--- config.mk ---
export PLATFORM = sky130hd
export DESIGN_NAME = button_scen_gen
export DESIGN_NICKNAME = d
export VERILOG_FILES = /design/src/rtl/button_scen_gen_pkg.sv /design/src/rtl/button_debouncer.sv /design/src/rtl/button_scen_gen.sv
export SDC_FILE = /design/constraint.sdc
export NUM_CORES = 1
export LEC_CHECK = 0
export ABC_AREA = 1
export BUFFER_PORTS_ARGS = -buffer_cell sky130_fd_sc_hd__buf_2
export CORE_MARGIN = 2
export CORE_UTILIZATION = 28
export DETAILED_ROUTE_END_ITERATION = 16
export GPL_ROUTABILITY_DRIVEN = 1
export GPL_TIMING_DRIVEN = 0
export MAX_ROUTING_LAYER = met4
export SLEW_MARGIN = 5
export SYNTH_ARGS = -nofsm -noshare
export SYNTH_HDL_FRONTEND = slang
export SYNTH_SLANG_ARGS = --single-unit
--- constraint.sdc ---
create_clock -name clk -period 4.1 [get_ports clk]
set_clock_uncertainty 0.2 [all_clocks]
set_input_delay 0.205 -clock clk [delete_from_list [all_inputs] [get_ports clk]]
set_output_delay 0.205 -clock clk [all_outputs]
set_load 0.03 [all_outputs]
--- src/rtl/button_scen_gen_pkg.sv ---
// Shared definitions for the button debounce / scan-enable generator:
// one-hot channel state encoding, button bit indices and a sizing helper.
package button_scen_gen_pkg;

    // One-hot per-channel debouncer state.
    typedef enum logic [4:0] {
        ST_IDLE = 5'b00001,
        ST_WQ   = 5'b00010,
        ST_SCEN = 5'b00100,
        ST_HOLD = 5'b01000,
        ST_WFR  = 5'b10000
    } btn_state_t;

    // Bit positions of each direction within PBs / DPBs / SCENs / MCENs.
    localparam int UP      = 0;
    localparam int DOWN    = 1;
    localparam int LEFT    = 2;
    localparam int RIGHT   = 3;
    localparam int NUM_BTN = 4;

    // Largest of three timing parameters; sizes the shared channel counter.
    function automatic int max3(input int a, input int b, input int c);
        int m;
        m = a;
        if (b > m) m = b;
        if (c > m) m = c;
        return m;
    endfunction

endpackage

--- src/rtl/button_debouncer.sv ---
// One button channel: 2-flop synchronizer, debounce FSM and auto-repeat timer.
//
// state   | meaning
// --------+----------------------------------------------------------
// IDLE    | button released, waiting for a high sync level
// WQ      | high seen, waiting for it to stay quiet for DEBOUNCE_CYCLES
// SCEN    | press accepted; single-cycle SCEN/MCEN
// HOLD    | held; timing the first repeat delay, then the repeat period
// WFR     | low seen while held, waiting for a quiet release
//
// A high level in WFR returns to HOLD rather than IDLE, so release bounce
// never re-fires SCEN; rep survives that bounce so the repeat cadence
// keeps its current phase length.
module button_debouncer
    import button_scen_gen_pkg::*;
#(
    parameter int DEBOUNCE_CYCLES = 1_000_000,
    parameter int REPEAT_DELAY    = 50_000_000,
    parameter int REPEAT_PERIOD   = 10_000_000
) (
    input  logic clk,
    input  logic reset,
    input  logic pb,
    output logic dpb,
    output logic scen,
    output logic mcen
);

    localparam int CNT_MAX = max3(DEBOUNCE_CYCLES, REPEAT_DELAY, REPEAT_PERIOD);
    localparam int CNT_W   = (CNT_MAX > 1) ? $clog2(CNT_MAX) : 1;

    localparam logic [CNT_W-1:0] DEB_LAST    = CNT_W'(DEBOUNCE_CYCLES - 1);
    localparam logic [CNT_W-1:0] DELAY_LAST  = CNT_W'(REPEAT_DELAY - 1);
    localparam logic [CNT_W-1:0] PERIOD_LAST = CNT_W'(REPEAT_PERIOD - 1);

    logic             sync_a;
    logic             sync_b;
    btn_state_t       state;
    logic [CNT_W-1:0] cnt;
    logic             rep;

    // Two-flop synchronizer on the raw asynchronous button input.
    always_ff @(posedge clk) begin
        if (reset) begin
            sync_a <= 1'b0;
            sync_b <= 1'b0;
        end else begin
            sync_a <= pb;
            sync_b <= sync_a;
        end
    end

    // Debounce / repeat FSM with registered DPB, SCEN and MCEN.
    always_ff @(posedge clk) begin
        if (reset) begin
            state <= ST_IDLE;
            cnt   <= '0;
            rep   <= 1'b0;
            dpb   <= 1'b0;
            scen  <= 1'b0;
            mcen  <= 1'b0;
        end else begin
            scen <= 1'b0;
            mcen <= 1'b0;
            case (state)
                ST_IDLE: begin
                    dpb <= 1'b0;
                    if (sync_b) begin
                        state <= ST_WQ;
                        cnt   <= '0;
                    end
                end
                ST_WQ: begin
                    if (!sync_b) begin
                        state <= ST_IDLE;
                    end else if (cnt == DEB_LAST) begin
                        state <= ST_SCEN;
                        dpb   <= 1'b1;
                        scen  <= 1'b1;
                        mcen  <= 1'b1;
                    end else begin
                        cnt <= cnt + 1'b1;
                    end
                end
                ST_SCEN: begin
                    state <= ST_HOLD;
                    cnt   <= '0;
                    rep   <= 1'b0;
                    dpb   <= 1'b1;
                end
                ST_HOLD: begin
                    dpb <= 1'b1;
                    if (!sync_b) begin
                        state <= ST_WFR;
                        cnt   <= '0;
                    end else if (cnt == (rep ? PERIOD_LAST : DELAY_LAST)) begin
                        mcen <= 1'b1;
                        cnt  <= '0;
                        rep  <= 1'b1;
                    end else begin
                        cnt <= cnt + 1'b1;
                    end
                end
                ST_WFR: begin
                    if (sync_b) begin
                        state <= ST_HOLD;
                        cnt   <= '0;
                        dpb   <= 1'b1;
                    end else if (cnt == DEB_LAST) begin
                        state <= ST_IDLE;
                        cnt   <= '0;
                        dpb   <= 1'b0;
                    end else begin
                        cnt <= cnt + 1'b1;
                        dpb <= 1'b1;
                    end
                end
                default: begin
                    state <= ST_IDLE;
                    cnt   <= '0;
                    rep   <= 1'b0;
                    dpb   <= 1'b0;
                end
            endcase
        end
    end

endmodule

--- src/rtl/button_scen_gen.sv ---
// Four independent debounced button channels (up, down, left, right)
// producing debounced levels, single press enables and auto-repeat enables.
module button_scen_gen
    import button_scen_gen_pkg::*;
#(
    parameter int DEBOUNCE_CYCLES = 1_000_000,
    parameter int REPEAT_DELAY    = 50_000_000,
    parameter int REPEAT_PERIOD   = 10_000_000
) (
    input  logic       clk,
    input  logic       reset,
    input  logic [3:0] PBs,
    output logic [3:0] DPBs,
    output logic [3:0] SCENs,
    output logic [3:0] MCENs
);

    // One debouncer per button bit; channels share nothing but clock and reset.
    for (genvar i = 0; i < NUM_BTN; i++) begin : g_chan
        button_debouncer #(
            .DEBOUNCE_CYCLES(DEBOUNCE_CYCLES),
            .REPEAT_DELAY   (REPEAT_DELAY),
            .REPEAT_PERIOD  (REPEAT_PERIOD)
        ) u_deb (
            .clk  (clk),
            .reset(reset),
            .pb   (PBs[i]),
            .dpb  (DPBs[i]),
            .scen (SCENs[i]),
            .mcen (MCENs[i])
        );
    end

endmodule

==> flow_metrics.tcl <==
set metrics [dict create \
    termination_of_the_worst_setup_path "g_chan[1].u_deb.cnt[25]$_SDFFE_PP0P_" \
    comb_power_share 0.119 \
    layout_min_cycle_time_ps 2310 \
    timing.fmax_ghz 0.433 \
    rr_endpoint "g_chan[1].u_deb.cnt[25]$_SDFFE_PP0P_" \
    cts_buffer_depth 2 \
    worst_ir_drop_vdd_mv 0.208 \
    synth.ff_latch_count 148 \
    synthCells 1607 \
    ant_nets 0 \
    yosys_warnings 0 \
    r2r-start "g_chan[1].u_deb.cnt[1]$_SDFFE_PP0P_" \
    synthTopCellsByArea "sky130_fd_sc_hd__dfxtp_1, sky130_fd_sc_hd__nand2_1, sky130_fd_sc_hd__nor2_1" \
    cell_internal_pwr_mw 2.61 \
    worst_setup_hold_path_clk_slew_ps 70 \
    synth_edf_count 0 \
    rsz_0062_raised_after_global_routing "false" \
    setup-violations-final 0 \
    setup.worst_path.start "g_chan[1].u_deb.cnt[1]$_SDFFE_PP0P_" \
    leakage_nw 4.44 \
    pwr_density_cell_nw_per_um2 326 \
    fin_cells 2107 \
    worstSetupStartpointType "flip-flop" \
    grt_first_pass_wirelength_mm 45.4 \
    synthesis.area_per_instance_um2 6.00 \
    p_switching_uw 960 \
    switching_share 0.269 \
    count_of_maximum_capacitance_violations 0 \
    worst_path_class_setup "reg -> reg" \
    drive_above_1_share 0.0814 \
    drt_drc_violations_left 0 \
    hold_class "reg -> reg" \
    worst-slew-pin-transition_ps 679 \
    gp_congestion 0.983 \
    via_count_of_the_first_global_routing_pass 9305 \
    antenna_cells_inserted 0 \
    worstSkewPairLatency_ps 430 \
    synth_area_leader_cell "sky130_fd_sc_hd__dfxtp_1" \
    die_width_um 190 \
    floorplan.core_area_um2 33700 \
    number_of_max_slew_violations_in_the_final_report 0 \
    cts_tree "yes" \
    prevailing_post_synth_register_cell "sky130_fd_sc_hd__dfxtp_1" \
    cell_area_after_synthesis_um2 9640 \
    detail_route.wirelength_mm 26.9 \
    final_count_of_hold_timing_violations 0 \
    synthDistinctLibCells 49 \
    endpoint_kind "flip-flop" \
    finalNetCount 1657 \
    clock_tree.htree_level_count 4 \
    boundaryPins 18 \
    worst-r2r-setup-slack_ps 1790 \
    die_area_um2 35900 \
    worst_hold_slack_ps 204 \
    dpl_hpwl_mm 20.7 \
    setup-tns-final_ps 0 \
    grt_antenna_before_repair 0 \
    max_slew_margin 0.547 \
    worst_ep_arrival_time_ps 2400 \
    outcome "finished, final reports clean" \
    wl_per_cell_um 12.8 \
    final_design_area_no_fill_um2 10900 \
    asyncSetResetFlopFracSynth 0 \
    r2r.worst_path.cells 11 \
    required_ps 4190 \
    floorplan.rows 67 \
    die_y_um 190 \
    critical_path.max_fanout 10 \
    area_growth_pct 13.6 \
    root_buffer "sky130_fd_sc_hd__clkbuf_16" \
    pin_count_of_the_biggest_net_entering_global_routing 17 \
    numClockSinks 148 \
    dr.pass1.iters 5 \
    routed_via_density 4.73 \
    cts-buffers-inserted 17 \
    via_count 9974 \
    p_clk_frac 0.470 \
    synth-seq-area-share 0.307 \
    placement.io_buffers 16 \
    post-place-cells 2071 \
    postPlaceCellArea_um2 10300 \
    gr-usage-all-layers 0.159 \
    grt.overflow.total 0 \
    period_share 0.563 \
    synthesis.nets 1618 \
    first_iter_violations 860 \
    fillers 3742 \
    initial_utilization 0.286 \
    power.share.sequential 0.412 \
    netlist.area_leader.share 0.307 \
]
-- cell families (layout without fill, tap and decap cells) --
family | Yosys count | count (layout) | synth area share
AOI/OAI and AO/OA | 132 | 132 | 0.0757
DFF | 148 | 148 | 0.307
and+or+nand+nor | 1032 | 1032 | 0.467
xor gates and xnor gates | 29 | 29 | 0.0263
adders and majority gates | 5 | 5 | 0.00649
buffers and inverters | 261 | 313 | 0.118
-- routing by layer --
layer,share of wire,GRT usage
met5,0,-
met4,0.022,0.0549
met3,0.041,0.0214
met2,0.46,0.259
met1,0.48,0.203
-- registers in the layout, summed over array words and instances, names as in the netlist --
name and flops:
g_chan.u_deb.state 20, g_chan.u_deb.scen 4, g_chan.u_deb.sync_b 4, g_chan.u_deb.dpb 4
g_chan.u_deb.rep 4, g_chan.u_deb.mcen 4, g_chan.u_deb.cnt 104, g_chan.u_deb.sync_a 4
-- repair_timing --
action,CTS,global route
setup buffers,0,0
hold endpoints to repair,4,0
resized for setup,0,0
hold buffers,4,0
-- power groups by stage --
stage	logic [mW]	clock network [mW]	registers, mW
2_1_floorplan	0.306	0	1.50
3_3_place_gp	0.424	0	1.50
3_5_place_dp	0.422	0	1.50
4_1_cts	0.427	1.71	1.47
5_1_grt	0.466	1.77	1.47
6_report	0.424	1.67	1.47
-- metrics by stage --
| step | utilization | setup WS [ps] | total power, mW |
|---|---|---|---|
| after floorplan | - | 2210 | 1.80 |
| after global placement | 0.305 | 1820 | 1.92 |
| after detailed placement | 0.305 | 1790 | 1.92 |
| after CTS | 0.325 | 1780 | 3.60 |
| after global routing | 0.325 | 1570 | 3.70 |
| final | 0.325 | 1790 | 3.57 |
-- layout make-up --
class / instances / area, µm² / area share
plain buffers: 47 / 323 / 0.0295
inverters: 214 / 811 / 0.0741
clock inverters: 11 / 146 / 0.0134
flip-flops and latches: 148 / 2960 / 0.271
clock buffers: 21 / 480 / 0.0439
repair buffers: 20 / 120 / 0.0110
well taps: 448 / 561 / 0.0512
multi-input cells: 1198 / 5540 / 0.506
-- critical path, stage by stage (launching register included) --
cell and delay, ps:
sky130_fd_sc_hd__dfxtp_1 380, sky130_fd_sc_hd__ha_1 190, sky130_fd_sc_hd__nand2_1 80, sky130_fd_sc_hd__nor2_1 250
sky130_fd_sc_hd__nand3_1 110, sky130_fd_sc_hd__nor2_1 160, sky130_fd_sc_hd__nand3_1 130, sky130_fd_sc_hd__nand2_2 250
sky130_fd_sc_hd__nor2_2 80, sky130_fd_sc_hd__buf_4 190, sky130_fd_sc_hd__nand3_1 90, sky130_fd_sc_hd__a21oi_1 60
-- cells in the mapped netlist (7+ instances only) --
cell and number:
sky130_fd_sc_hd__nor2_2 11, sky130_fd_sc_hd__o21bai_1 7, sky130_fd_sc_hd__nand2_1 444, sky130_fd_sc_hd__dfxtp_1 148, sky130_fd_sc_hd__nand2_2 10, sky130_fd_sc_hd__nand3_1 164, sky130_fd_sc_hd__buf_2 10, sky130_fd_sc_hd__inv_1 209
sky130_fd_sc_hd__nand4_1 36, sky130_fd_sc_hd__o21ai_0 48, sky130_fd_sc_hd__buf_4 17, sky130_fd_sc_hd__nor3_1 36, sky130_fd_sc_hd__nand3b_1 7, sky130_fd_sc_hd__nor2_1 294, sky130_fd_sc_hd__clkbuf_1 8, sky130_fd_sc_hd__a21oi_1 56
sky130_fd_sc_hd__xor2_1 27, sky130_fd_sc_hd__nor2_4 8, sky130_fd_sc_hd__buf_6 7
-- cells in the final DEF (no fill, tap or decap), types with 11 or more instances in the layout --
cell,count
sky130_fd_sc_hd__nor2_2,11
sky130_fd_sc_hd__xor2_1,27
sky130_fd_sc_hd__o21ai_0,48
sky130_fd_sc_hd__clkbuf_16,17
sky130_fd_sc_hd__nand4_1,36
sky130_fd_sc_hd__nand2_1,444
sky130_fd_sc_hd__nor2_1,294
sky130_fd_sc_hd__dfxtp_1,148
sky130_fd_sc_hd__buf_4,17
sky130_fd_sc_hd__nand3_1,164
sky130_fd_sc_hd__nor3_1,36
sky130_fd_sc_hd__a21oi_1,56
sky130_fd_sc_hd__inv_1,209
sky130_fd_sc_hd__buf_2,26
-- worst min-delay path by stage --
stage                                      start                                  end  depth (start not counted)
2_1_floorplan                             PBs[0]    g_chan[0].u_deb.sync_a$_SDFF_PP0_                          2
3_3_place_gp   g_chan[3].u_deb.sync_a$_SDFF_PP0_    g_chan[3].u_deb.sync_b$_SDFF_PP0_                          2
3_5_place_dp   g_chan[3].u_deb.sync_a$_SDFF_PP0_    g_chan[3].u_deb.sync_b$_SDFF_PP0_                          2
4_1_cts                                    reset  g_chan[1].u_deb.cnt[2]$_SDFFE_PP0P_                          4
5_1_grt        g_chan[3].u_deb.sync_a$_SDFF_PP0_    g_chan[3].u_deb.sync_b$_SDFF_PP0_                          2
6_report       g_chan[3].u_deb.sync_a$_SDFF_PP0_    g_chan[3].u_deb.sync_b$_SDFF_PP0_                          2
(Power assumes the default switching activity.)
